===== config.mk =====
export PLATFORM = sky130hd
export DESIGN_NAME = mux151_scan_sequencer
export DESIGN_NICKNAME = d
export VERILOG_FILES = /design/src/rtl/mux151_pkg.sv /design/src/rtl/mux151_settle_timer.sv /design/src/rtl/mux151_scan_sequencer.sv
export SDC_FILE = /design/constraint.sdc
export NUM_CORES = 1
export LEC_CHECK = 0
export CORE_ASPECT_RATIO = 0.9
export CORE_UTILIZATION = 40
export CTS_CLUSTER_SIZE = 10
export DETAILED_ROUTE_END_ITERATION = 8
export DONT_BUFFER_PORTS = 1
export GPL_TIMING_DRIVEN = 0
export PLACE_DENSITY_LB_ADDON = 0.12
export SKIP_CTS_REPAIR_TIMING = 1
export SYNTH_ARGS = -nofsm -noshare
export SYNTH_HDL_FRONTEND = slang
export SYNTH_HIERARCHICAL = 1
export SYNTH_SLANG_ARGS = --single-unit
export TNS_END_PERCENT = 1

===== constraint.sdc =====
create_clock -name CLK -period 4.9 [get_ports CLK]
set_input_delay 0.245 -clock CLK [delete_from_list [all_inputs] [get_ports CLK]]
set_output_delay 0.245 -clock CLK [all_outputs]
set_load 0.05 [all_outputs]

===== src/rtl/mux151_pkg.sv =====
// Shared types and sizing for the 74HC151 scan sequencer.
// Holds the state encoding, default channel geometry and the settle counter width.
package mux151_pkg;

  typedef enum logic [1:0] {IDLE, SETTLE, SAMPLE, DONE} state_t;

  localparam int SEL_W        = 3;
  localparam int CH_N         = 1 << SEL_W;
  localparam int SETTLE_CNT_W = 4;

endpackage


===== src/rtl/mux151_settle_timer.sv =====
// Per-channel settle timer for the scan sequencer.
// It is cleared by load and counts while en is high; expired flags the last settle clock.
module mux151_settle_timer
  import mux151_pkg::*;
#(
  parameter int SETTLE_CYCLES = 2
) (
  input  logic clk,
  input  logic rst_n,
  input  logic load,
  input  logic en,
  output logic expired
);

  localparam logic [SETTLE_CNT_W-1:0] LAST = SETTLE_CNT_W'(SETTLE_CYCLES - 1);

  logic [SETTLE_CNT_W-1:0] cnt;

  always_ff @(posedge clk) begin
    if (!rst_n) begin
      cnt <= '0;
    end else if (load) begin
      cnt <= '0;
    end else if (en) begin
      cnt <= cnt + 1'b1;
    end
  end

  assign expired = (cnt == LAST);

endmodule


===== src/rtl/mux151_scan_sequencer.sv =====
// Walks the 74HC151 through every channel, samples Y after a settle time and checks it
// against YF. The assembled word and the per-channel fault mask are published once per scan.
module mux151_scan_sequencer
  import mux151_pkg::*;
#(
  parameter int DATA_SelectPart  = SEL_W,
  parameter int DATA_Single_Part = CH_N,
  parameter int SETTLE_CYCLES    = 2
) (
  input  logic                        CLK,
  input  logic                        RST_N,
  input  logic                        start,
  input  logic                        continuous,
  output logic                        EN_Part,
  output logic [DATA_SelectPart-1:0]  SelectPart,
  input  logic                        Y,
  input  logic                        YF,
  output logic                        busy,
  output logic                        data_valid,
  output logic [DATA_Single_Part-1:0] data_out,
  output logic [DATA_Single_Part-1:0] fault_mask,
  output logic                        fault
);

  localparam logic [DATA_SelectPart-1:0] LAST_CH = DATA_SelectPart'(DATA_Single_Part - 1);

  state_t                      state, next_state;
  logic [DATA_Single_Part-1:0] cap, fm;
  logic                        expired, timer_load, timer_en;

  mux151_settle_timer #(
    .SETTLE_CYCLES(SETTLE_CYCLES)
  ) u_settle_timer (
    .clk    (CLK),
    .rst_n  (RST_N),
    .load   (timer_load),
    .en     (timer_en),
    .expired(expired)
  );

  always_ff @(posedge CLK) begin
    if (!RST_N) state <= IDLE;
    else        state <= next_state;
  end

  always_comb begin
    next_state = state;
    case (state)
      IDLE:    if (start) next_state = SETTLE;
      SETTLE:  if (expired) next_state = SAMPLE;
      SAMPLE:  next_state = (SelectPart == LAST_CH) ? DONE : SETTLE;
      DONE:    next_state = (continuous | start) ? SETTLE : IDLE;
      default: next_state = IDLE;
    endcase
    timer_load = (next_state == SETTLE) && (state != SETTLE);
    timer_en   = (state == SETTLE);
  end

  // Register actions belong to the state being left; DONE already points EN_Part at the next scan.
  always_ff @(posedge CLK) begin
    if (!RST_N) begin
      EN_Part    <= 1'b1;
      SelectPart <= '0;
      busy       <= 1'b0;
      data_valid <= 1'b0;
      data_out   <= '0;
      fault_mask <= '0;
      fault      <= 1'b0;
      cap        <= '0;
      fm         <= '0;
    end else begin
      data_valid <= 1'b0;
      busy       <= (next_state == SETTLE) || (next_state == SAMPLE);
      case (state)
        IDLE: begin
          if (start) begin
            SelectPart <= '0;
            EN_Part    <= 1'b0;
            cap        <= '0;
            fm         <= '0;
          end
        end
        SAMPLE: begin
          cap[SelectPart] <= Y;
          fm[SelectPart]  <= (Y == YF);
          if (SelectPart != LAST_CH) SelectPart <= SelectPart + 1'b1;
        end
        DONE: begin
          data_out   <= cap;
          fault_mask <= fm;
          fault      <= |fm;
          data_valid <= 1'b1;
          SelectPart <= '0;
          EN_Part    <= ~(continuous | start);
          if (continuous | start) begin
            cap <= '0;
            fm  <= '0;
          end
        end
        default: ;
      endcase
    end
  end

endmodule


==> flow_metrics.env, run 1 <==
export IMPL_grt_pass1_vias=1441
export IMPL_routed_via_density=5.217
export IMPL_portBuffers=0
export IMPL_fin_tns_setup_ns=0
export IMPL_die_y_um=67.11
export IMPL_drc=0
export IMPL_p_comb_share_pct=6.2
export IMPL_cp_common_cell="ha_1"
export IMPL_gp_congestion=0.7484
export IMPL_critical_path_cell_chain="ha_1 -> ha_1 -> a22oi_1 -> ha_1 -> nor2b_1 -> or3b_1 -> mux2i_1"
export IMPL_wl_per_cell_um=14.93
export IMPL_grt_remaining_overflow=0
export IMPL_rsz0062_at_grt="false"
export IMPL_fmax_mhz=470.5
export IMPL_synth_warnings=6
export IMPL_yosys_top_cells_area="dfxtp_1 (48%), nand2_1 (9.6%), o22ai_1 (4.6%)"
export IMPL_finalCriticalPeriod_ns=2.125
export IMPL_clock_path_buffers=2
export IMPL_finalHoldViolCount=0
export IMPL_worst_pin_slew_ns=0.5802
export IMPL_cp_required_ns=5.14
export IMPL_post_dp_hpwl_mm=2.982
export IMPL_via_count=1466
export IMPL_multi_input_area_um2=917.1
export IMPL_p_leak_uw=0.0007136
export IMPL_crit_path_start_kind="flip-flop"
export IMPL_drtAntennaViolNets=0
export IMPL_row_count=23
export IMPL_cpMaxStageDelayCell="dfxtp_1"
export IMPL_finalClockSkew_ns=0.003996
export IMPL_maxCapViolations=0
export IMPL_critPathMaxFanout=4
export IMPL_layout_worst_path_cycle_share_pct=43.38
export IMPL_dpl_cell_area_um2=1962
export IMPL_power_total_uw=695.9
export IMPL_yosys_cell_types_count=39
export IMPL_drtIter0Drc=84
export IMPL_drive_above_1_share_pct=8.676
export IMPL_relSlewSlack_pct=61.27
export IMPL_ios=29
export IMPL_grt_antenna_before_repair=0
export IMPL_pwr_share_clk_pct=39.2
export IMPL_ys_ff_latch=45
export IMPL_clk_latency_ns=0.30
export IMPL_grt_use_total_pct=19.34
export IMPL_htreeDepth=2
export IMPL_clock_sinks=45
export IMPL_dp_cells=274
export IMPL_seqPwrFrac_pct=54.6
export IMPL_syn_nets=223
export IMPL_finalMaxSlewViolations=0
export IMPL_switching_share_pct=22.81
export IMPL_syn_inst=212
export IMPL_syn_cell_area_um2=1884
export IMPL_status="finished, final reports clean"
export IMPL_die_area_um2=4989
export IMPL_drt_pass1_iterations=4
export IMPL_cts_buffers=5
export IMPL_syn_avg_cell_area_um2=8.888
export IMPL_reg2reg_slack_ns=2.77
export IMPL_nFillCells=479
export IMPL_die_w_um=74.35
export IMPL_cp_end_kind="flip-flop"
export IMPL_arrival_ns=2.36
export IMPL_internal_power_uw=537.2
export IMPL_utilization_pct=46.01
export IMPL_switchingPower_uw=158.7
export IMPL_start_util_pct=41.97
export IMPL_root_buffer="clkbuf_8"
export IMPL_report_final_setup_viol=0
export IMPL_powerDensity_nw_per_um2=336.9
export IMPL_grt_max_degree=14
export IMPL_ys_seq_area_share_pct=47.81
export IMPL_cts_tree="done"
export IMPL_nets=230
export IMPL_antenna_cells=0
export IMPL_clk_pin_slew_worst_paths_ns=0.08
export IMPL_synth_top_area_share_pct=47.81
export IMPL_fin_area_um2=2066
export IMPL_regArea_um2=900.9
export IMPL_yosys_area_top_type="dfxtp_1"
export IMPL_coreArea_um2=4489
export IMPL_grt_pass1_wl_mm=6.996
export IMPL_totalWireLength_mm=4.196
export IMPL_irDropWorstVdd_mv=0.1608
export IMPL_slowest_delay_ns=0.69
export IMPL_hold_class="in2reg"
export IMPL_critical_path_top_delay_family="flip-flops"
export IMPL_syn2layout_area_growth_pct=9.628
export IMPL_critPathKind="reg2reg"
export IMPL_instances_no_fill=281
export IMPL_critical_path_buf_inv_count=0
## power by group through the flow
stage               logic [uW]  clock network, uW  registers [uW]
global route              48.2                298             381
finish                    42.9                273             380
CTS                       43.4                282             380
detailed placement        43.2                  0             389
global placement          42.0                  0             388
floorplan                 34.6                  0             388
## Yosys cell counts
cell type  count
a211oi_1       1
a31oi_1        1
buf_2          5
and2b_1        1
or3b_1         1
clkbuf_1       6
nand2b_1       4
o211ai_1       1
a21oi_1       10
nor3_1         1
ha_1           5
and3_1         1
xnor2_1        2
mux2i_1        2
nor2b_1        6
nand4_1        1
a31o_1         2
nor4_1         3
nand3b_1       5
o21ai_0        2
and2_1         2
nand2_1       48
and2b_4        1
o21bai_1       1
a22oi_1        1
nor2_1         7
a211o_4        1
a2bb2oi_1      1
dfxtp_1       45
nand3_1        5
buf_6          1
o22ai_1       14
a211oi_2       1
inv_1          2
a21boi_1       8
nor3b_1        1
a21boi_0      10
or3b_2         2
a21bo_2        1
## flip-flops by register name (all words and copies together) (netlist names)
| name | count |
|---|---|
| EN_Part | 1 |
| state | 2 |
| fault_mask | 8 |
| fm | 8 |
| cap | 8 |
| data_valid | 1 |
| busy | 1 |
| fault | 1 |
| SelectPart | 3 |
| u_settle_timer/cnt | 4 |
| data_out | 8 |
## kinds of logic (layout without fill, tap and decap cells)
family | after synthesis | after routing | synth area share [%]
buffers and inverters | 14 | 21 | 3.519
multiplexers | 2 | 2 | 1.062
XOR/XNOR | 2 | 2 | 0.9298
adder cells (fa/ha/maj) | 5 | 5 | 3.320
AO/OA/AOI/OAI | 55 | 55 | 20.45
flip-flops | 45 | 45 | 47.81
AND/OR/NAND/NOR | 89 | 89 | 22.91
## metrics by stage
stage          hold slack (ns)  worst slack [ns]
2_1_floorplan           0.3749             2.945
3_3_place_gp            0.3808             2.796
3_5_place_dp            0.3865             2.768
4_1_cts                0.06107             2.748
5_1_grt                0.06346             2.628
6_report               0.06581             2.775
## worst paths after layout
kind	start	to	cells after the start
max	SelectPart[0]	u_settle_timer/cnt[3]	7
min	start	EN_Part	1
max reg2reg	SelectPart[0]	u_settle_timer/cnt[3]	7
min reg2reg	cap[3]	data_out[3]	2
## per-layer routing
layer,up-vias,wire length (um),track usage (%)
li1,751,-,-
met1,674,2038,26.57
met2,35,1835,28.07
met3,6,267,6.808
met4,0,55,6.368
met5,-,0,0
## final cells by class
class / instances / area share, %
clock inverter: 2 / 1.696
multi-input combinational: 153 / 44.40
inverter: 2 / 0.3634
sequential: 45 / 43.61
clock buffer: 5 / 3.331
buffer: 12 / 2.847
tap: 62 / 3.755
## placed cells by master (no fill, tap or decap), types with 6 or more instances in the layout
master	count
nand2_1	48
dfxtp_1	45
o22ai_1	14
a21oi_1	10
a21boi_0	10
a21boi_1	8
nor2_1	7
nor2b_1	6
clkbuf_1	6
Note: power is estimated with default switching activity, not from simulation.
==> inputs of run 2 (changes only) <==
--- a/config.mk
+++ b/config.mk
@@ -5,6 +5,7 @@
 export SDC_FILE = /design/constraint.sdc
 export NUM_CORES = 1
 export LEC_CHECK = 0
+export ABC_AREA = 1
 export CORE_ASPECT_RATIO = 0.9
 export CORE_UTILIZATION = 40
 export CTS_CLUSTER_SIZE = 10
==> constraint.sdc (replaced) <==
create_clock -name CLK -period 2.1 [get_ports CLK]
set_input_delay 0.105 -clock CLK [delete_from_list [all_inputs] [get_ports CLK]]
set_output_delay 0.105 -clock CLK [all_outputs]
set_load 0.05 [all_outputs]
==> run 2 against run 1 <==
The run now ends with hold timing left. Via count rose by 9.7%. Utilization increased by 1.3 points. Critical path type unchanged. First-iteration DRC count decreased by 7.1%. Die area increased by 4.6%. Synthesized cell count grew 24%. Largest cell class unchanged. Register-to-register slack lost 2.5 ns.
==> flow_metrics.env, run 2 <==
export IMPL_final_cell_mix="nand2_1 (55), nor2_1 (47), dfxtp_1 (42)"
export IMPL_critical_path_buf_inv_count=5
export IMPL_root_buffer="clkbuf_8"
export IMPL_irDropWorstVdd_mv=0.2976
export IMPL_wl_per_cell_um=12.60
export IMPL_cp_common_cell="ha_1"
export IMPL_relSlewSlack_pct=64.00
export IMPL_async_flop_share_pct=0
export IMPL_status="complete, but fails checks"
export IMPL_drive_above_1_share_pct=14.29
export IMPL_finalHoldViolCount=1
export IMPL_yosys_most_used_dff="dfxtp_1"
export IMPL_multi_input_area_um2=954.7
export IMPL_drc=0
export IMPL_worstSetupPathDepth=14
export IMPL_hold_class="in2reg"
export IMPL_cpMaxStageDelayCell="dfxtp_4"
export IMPL_cts_tree="done"
export IMPL_rsz0062_at_grt="false"
export IMPL_die_area_um2=5221
export IMPL_clock_path_buffers=2
export IMPL_drtIter0Drc=78
export IMPL_ys_ff_latch=45
export IMPL_clk_latency_ns=0.30
export IMPL_slowest_delay_ns=0.49
export IMPL_nets=283
export IMPL_htreeDepth=2
export IMPL_cp_end_kind="flip-flop"
export IMPL_nFillCells=508
export IMPL_crit_path_start_kind="flip-flop"
export IMPL_critical_path_top_delay_family="adder cells"
export IMPL_die_w_um=76.06
export IMPL_place_ws_ns=-0.1628
export IMPL_critPathMaxFanout=8
export IMPL_grt_pass1_vias=1483
export IMPL_antenna_cells=0
export IMPL_critical_path_cell_chain="ha_1 -> ha_1 -> inv_1 -> nor2_4 -> inv_2 -> nand2_1 -> inv_2 -> ha_1 -> inv_1 -> nor2_1 -> nor2_2 -> buf_4 -> nand2_1 -> nor2_1"
export IMPL_synth_top_area_share_pct=45.63
export IMPL_grt_remaining_overflow=0
export IMPL_arrival_ns=2.10
export IMPL_switching_share_pct=26.78
export IMPL_drtAntennaViolNets=0
export IMPL_finalCriticalPeriod_ns=1.851
export IMPL_via_count=1608
export IMPL_cts_buffers=5
export IMPL_internal_power_uw=1138
export IMPL_die_y_um=68.65
export IMPL_grt_antenna_before_repair=0
export IMPL_yosys_cell_count_top_type="nand2_1"
export IMPL_syn_avg_cell_area_um2=7.507
export IMPL_yosys_area_top_type="dfxtp_1"
export IMPL_synthTopCellsByCount="nand2_1 (55), nor2_1 (49), dfxtp_1 (45)"
export IMPL_violations="hold timing"
export IMPL_ys_seq_area_share_pct=45.63
export IMPL_pwr_share_clk_pct=34.4
export IMPL_drt_pass1_iterations=4
export IMPL_grt_max_degree=14
export IMPL_totalWireLength_mm=4.222
export IMPL_fmax_mhz=540.2
export IMPL_synth_edf_count=0
export IMPL_hold_start="start"
export IMPL_row_count=23
export IMPL_grt_pass1_wl_mm=7.024
export IMPL_powerDensity_nw_per_um2=712.9
export IMPL_reg2reg_from="SelectPart[0]"
export IMPL_clock_sinks=45
export IMPL_syn2layout_area_growth_pct=10.39
export IMPL_finalMaxSlewViolations=0
export IMPL_maxCapViolations=0
export IMPL_clk_pin_slew_worst_paths_ns=0.08
export IMPL_syn_cell_area_um2=1974
export IMPL_worst_pin_slew_ns=0.5401
export IMPL_seqPwrFrac_pct=58.4
export IMPL_hold_ws_ns=-0.01296
export IMPL_startpoint="SelectPart[0]"
export IMPL_worst_slack_ns=0.2488
export IMPL_report_final_setup_viol=0
export IMPL_post_dp_hpwl_mm=3.031
export IMPL_switchingPower_uw=416.2
export IMPL_grt_use_total_pct=17.63
export IMPL_start_util_pct=42.88
export IMPL_cp_required_ns=2.34
export IMPL_critPathKind="reg2reg"
export IMPL_syn_nets=274
export IMPL_gp_congestion=0.7878
export IMPL_regArea_um2=909.6
export IMPL_yosys_cell_types_count=26
export IMPL_coreArea_um2=4604
export IMPL_ios=29
export IMPL_reg2reg_depth=14
export IMPL_layout_worst_path_cycle_share_pct=88.15
export IMPL_hold_depth=3
export IMPL_portBuffers=0
export IMPL_routed_via_density=4.800
export IMPL_finalClockSkew_ns=0.005109
export IMPL_yosys_top_cells_area="dfxtp_1 (46%), nand2_1 (10%), nor2_1 (9.3%)"
export IMPL_layout_commonest_cell="nand2_1"
export IMPL_p_comb_share_pct=7.2
export IMPL_syn_inst=263
export IMPL_p_leak_uw=0.0008901
export IMPL_synth_warnings=6
-- run 2: cell count changes after synthesis, moves of 5 or more --
| cell | delta |
|---|---|
| nand3b_1 | -5 |
| nor2b_1 | -6 |
| nor2_1 | +42 |
| nand2_1 | +7 |
| a21boi_1 | -8 |
| nand3_1 | +10 |
| o22ai_1 | -14 |
| a21oi_2 | +6 |
| a21oi_1 | +7 |
| a21boi_0 | -10 |
| inv_1 | +19 |
| o21ai_0 | +16 |
-- run 2: path summary, 6_finish.rpt --
| path | end | slack, ns |
|---|---|---|
| worst min register to register | cap[4] | 0.46 |
| worst max register to register | u_settle_timer/cnt[2] | 0.25 |
| worst max-delay path | u_settle_timer/cnt[2] | 0.25 |
| worst min-delay path | EN_Part | -0.01 |
-- run 2: through the flow --
stage	utilization (%)	instances	instance area (um^2)	power, uW	setup TNS [ns]
2_1_floorplan	-	263	1977	1013	0
3_3_place_gp	44.62	325	2054	1038	-0.3407
3_5_place_dp	44.62	325	2054	1038	-0.4231
4_1_cts	46.44	333	2138	1571	-0.5158
5_1_grt	47.34	335	2180	1634	0
6_report	47.34	335	2180	1554	0
-- run 2: final cells by class --
type                            instances  share of cell area, %
Multi-Input combinational cell        186                  43.80
Buffer                                  7                  1.607
Inverter                               25                  4.535
Timing Repair Buffer                    2                 0.9185
Sequential cell                        45                  41.73
Clock buffer                            7                  3.502
Tap cell                               62                  3.559
Clock inverter                          1                 0.3444
-- run 2: power groups by stage --
| stage | Combinational, uW | Sequential, uW | Clock, uW |
|---|---|---|---|
| floorplan | 86.4 | 927 | 0 |
| global placement | 108 | 930 | 0 |
| detailed placement | 108 | 930 | 0 |
| CTS | 108 | 910 | 553 |
| global route | 133 | 911 | 591 |
| finish | 112 | 908 | 534 |
-- run 2: tightest hold or removal path: cells and delay by family --
family	cells	cell delay, ns
AND/OR/NAND/NOR	3	0.16
-- run 2: cells by family after synthesis --
group | after synthesis | share of synthesized area [%]
and+or+nand+nor | 136 | 31.31
adders and majority gates | 5 | 3.169
DFF | 45 | 45.63
buffers and inverters | 32 | 6.781
AOI/OAI and AO/OA | 45 | 13.12
-- run 2: per-layer routing --
layer | track usage, % | vias up | wire length, um | part of all wire (%)
met2 | 28.75 | 32 | 1857 | 44
met1 | 21.57 | 713 | 2001 | 47
met5 | 0 | - | 0 | 0
met3 | 6.316 | 6 | 296 | 7.0
met4 | 7.212 | 0 | 66 | 1.6
li1 | - | 857 | - | -
==> inputs of run 3 (changes only) <==
==> constraint.sdc (replaced) <==
create_clock -name CLK -period 1.73 [get_ports CLK]
set_input_delay 0.0865 -clock CLK [delete_from_list [all_inputs] [get_ports CLK]]
set_output_delay 0.0865 -clock CLK [all_outputs]
set_load 0.05 [all_outputs]
==> run 3 against run 2 <==
The run ends with hold timing, setup timing left. Non-clock buffer count up 3. Sequential power up 21%. Clock-buffer cell count down 1. Clock power up 30%. Register-to-register slack worse by 0.29 ns. Fmax up 4.4%. Combinational power up 48%. Power up 26%. Via count up 0.93%. Sequential share of layout area down 1.7 points. Critical path type unchanged.
==> flow_metrics.env, run 3 (synthesis gave the netlist of run 2 again) <==
export IMPL_finalCriticalPeriod_ns=1.773
export IMPL_grt_max_degree=15
export IMPL_coreArea_um2=4604
export IMPL_instances_no_fill=338
export IMPL_die_area_um2=5221
export IMPL_portBuffers=0
export IMPL_report_final_setup_viol=3
export IMPL_die_y_um=68.65
export IMPL_relSlewSlack_pct=61.87
export IMPL_final_cell_mix="nand2_1 (53), nor2_1 (44), dfxtp_1 (39)"
export IMPL_cp_required_ns=1.98
export IMPL_fmax_mhz=563.9
export IMPL_rsz0062_at_grt="true"
export IMPL_critPathMaxFanout=8
export IMPL_hold_ws_ns=-0.003457
export IMPL_grt_pass1_vias=1493
export IMPL_drtIter0Drc=77
export IMPL_dpl_cell_area_um2=2081
export IMPL_routed_via_density=4.802
export IMPL_arrival_ns=2.02
export IMPL_cp_end_kind="flip-flop"
export IMPL_critPathKind="reg2reg"
export IMPL_clk_pin_slew_worst_paths_ns=0.09
export IMPL_cts_buffers=5
export IMPL_grt_remaining_overflow=0
export IMPL_grt_antenna_before_repair=0
export IMPL_layout_commonest_cell="nand2_1"
export IMPL_clock_path_buffers=2
export IMPL_p_leak_uw=0.0009167
export IMPL_finalMaxSlewViolations=0
export IMPL_fin_area_um2=2287
export IMPL_utilization_pct=49.67
export IMPL_cts_tree="done"
export IMPL_clk_latency_ns=0.30
export IMPL_crit_path_start_kind="flip-flop"
export IMPL_grt_use_total_pct=17.41
export IMPL_finalClockSkew_ns=0.007798
export IMPL_maxCapViolations=0
export IMPL_status="complete, but fails checks"
export IMPL_start_util_pct=42.88
export IMPL_wl_per_cell_um=12.66
export IMPL_worst_slack_ns=-0.04329
export IMPL_powerDensity_nw_per_um2=858.5
export IMPL_hold_class="in2reg"
export IMPL_reg2reg_slack_ns=-0.04
export IMPL_layout_worst_path_cycle_share_pct=102.5
export IMPL_htreeDepth=2
export IMPL_grt_pass1_wl_mm=7.079
export IMPL_ios=29
export IMPL_antenna_cells=0
export IMPL_row_count=23
export IMPL_drt_pass1_iterations=4
export IMPL_place_ws_ns=-0.2583
export IMPL_finalHoldViolCount=1
export IMPL_nets=286
export IMPL_post_dp_hpwl_mm=3.063
export IMPL_nFillCells=486
export IMPL_drive_above_1_share_pct=20.65
export IMPL_gp_congestion=0.7961
export IMPL_worst_pin_slew_ns=0.5720
export IMPL_syn2layout_area_growth_pct=15.84
export IMPL_irDropWorstVdd_mv=0.5279
export IMPL_drtAntennaViolNets=0
export IMPL_regArea_um2=915.9
export IMPL_via_count=1623
export IMPL_violations="hold timing, setup timing"
export IMPL_totalWireLength_mm=4.280
export IMPL_drc=0
export IMPL_multi_input_area_um2=1015
export IMPL_dp_cells=325
export IMPL_root_buffer="clkbuf_8"
export IMPL_clock_sinks=45
export IMPL_die_w_um=76.06
run 3: cell types whose count changed in the layout (fill, tap and decap cells not counted), moves of 3 or more:
| cell | change |
|---|---|
| dfxtp_1 | -3 |
| ha_1 | -3 |
| ha_4 | +3 |
| nor2_1 | -3 |
run 3: final cells by class:
type                    instances  share of cell area [%]
well taps                      62                   3.392
clock inverters                 2                  0.6018
multi-input cells             186                   44.37
clock buffers                   6                   3.611
repair buffers                  5                   2.024
inverters                      25                   4.431
plain buffers                   7                   1.532
flip-flops and latches         45                   40.04
run 3: through the flow:
step                total power (uW)  setup TNS (ns)
floorplan                       1230               0
global placement                1261         -0.8264
detailed placement              1262         -0.8568
CTS                             1937         -0.9470
global route                    2035         -0.5153
finish                          1963        -0.08067
run 3: final timing paths:
path                  from  cells past startpoint               endpoint
min reg2reg         cap[4]                      2                 cap[4]
min                  start                      3                EN_Part
max reg2reg  SelectPart[0]                     14  u_settle_timer/cnt[2]
max          SelectPart[0]                     14  u_settle_timer/cnt[2]
run 3: layer usage:
| layer | GRT usage [%] | vias up | routed length [um] |
|---|---|---|---|
| li1 | - | 866 | - |
| met1 | 21.85 | 726 | 2153 |
| met2 | 29.32 | 27 | 1880 |
| met3 | 4.605 | 4 | 201 |
| met4 | 6.490 | 0 | 44 |
| met5 | 0 | - | 0 |
run 3: report_power, final:
| group | switching, uW | leakage [uW] | internal (uW) | total, uW |
|---|---|---|---|---|
| registers | 54.4 | 0.000367 | 1050 | 1100 |
| clock network | 370 | 0.0000512 | 324 | 694 |
| logic | 103 | 0.000498 | 63.4 | 166 |
run 3: worst max-delay path, stage by stage (launching register included):
cell and delay, ns:
dfxtp_4 0.50, ha_4 0.18, ha_4 0.12, inv_2 0.04, nor2_4 0.13, inv_2 0.06
nand2_2 0.05, inv_2 0.05, ha_4 0.15, inv_4 0.05, nor2_4 0.03, nor2_4 0.14
buf_6 0.11, nand2_2 0.04, nor2_2 0.09
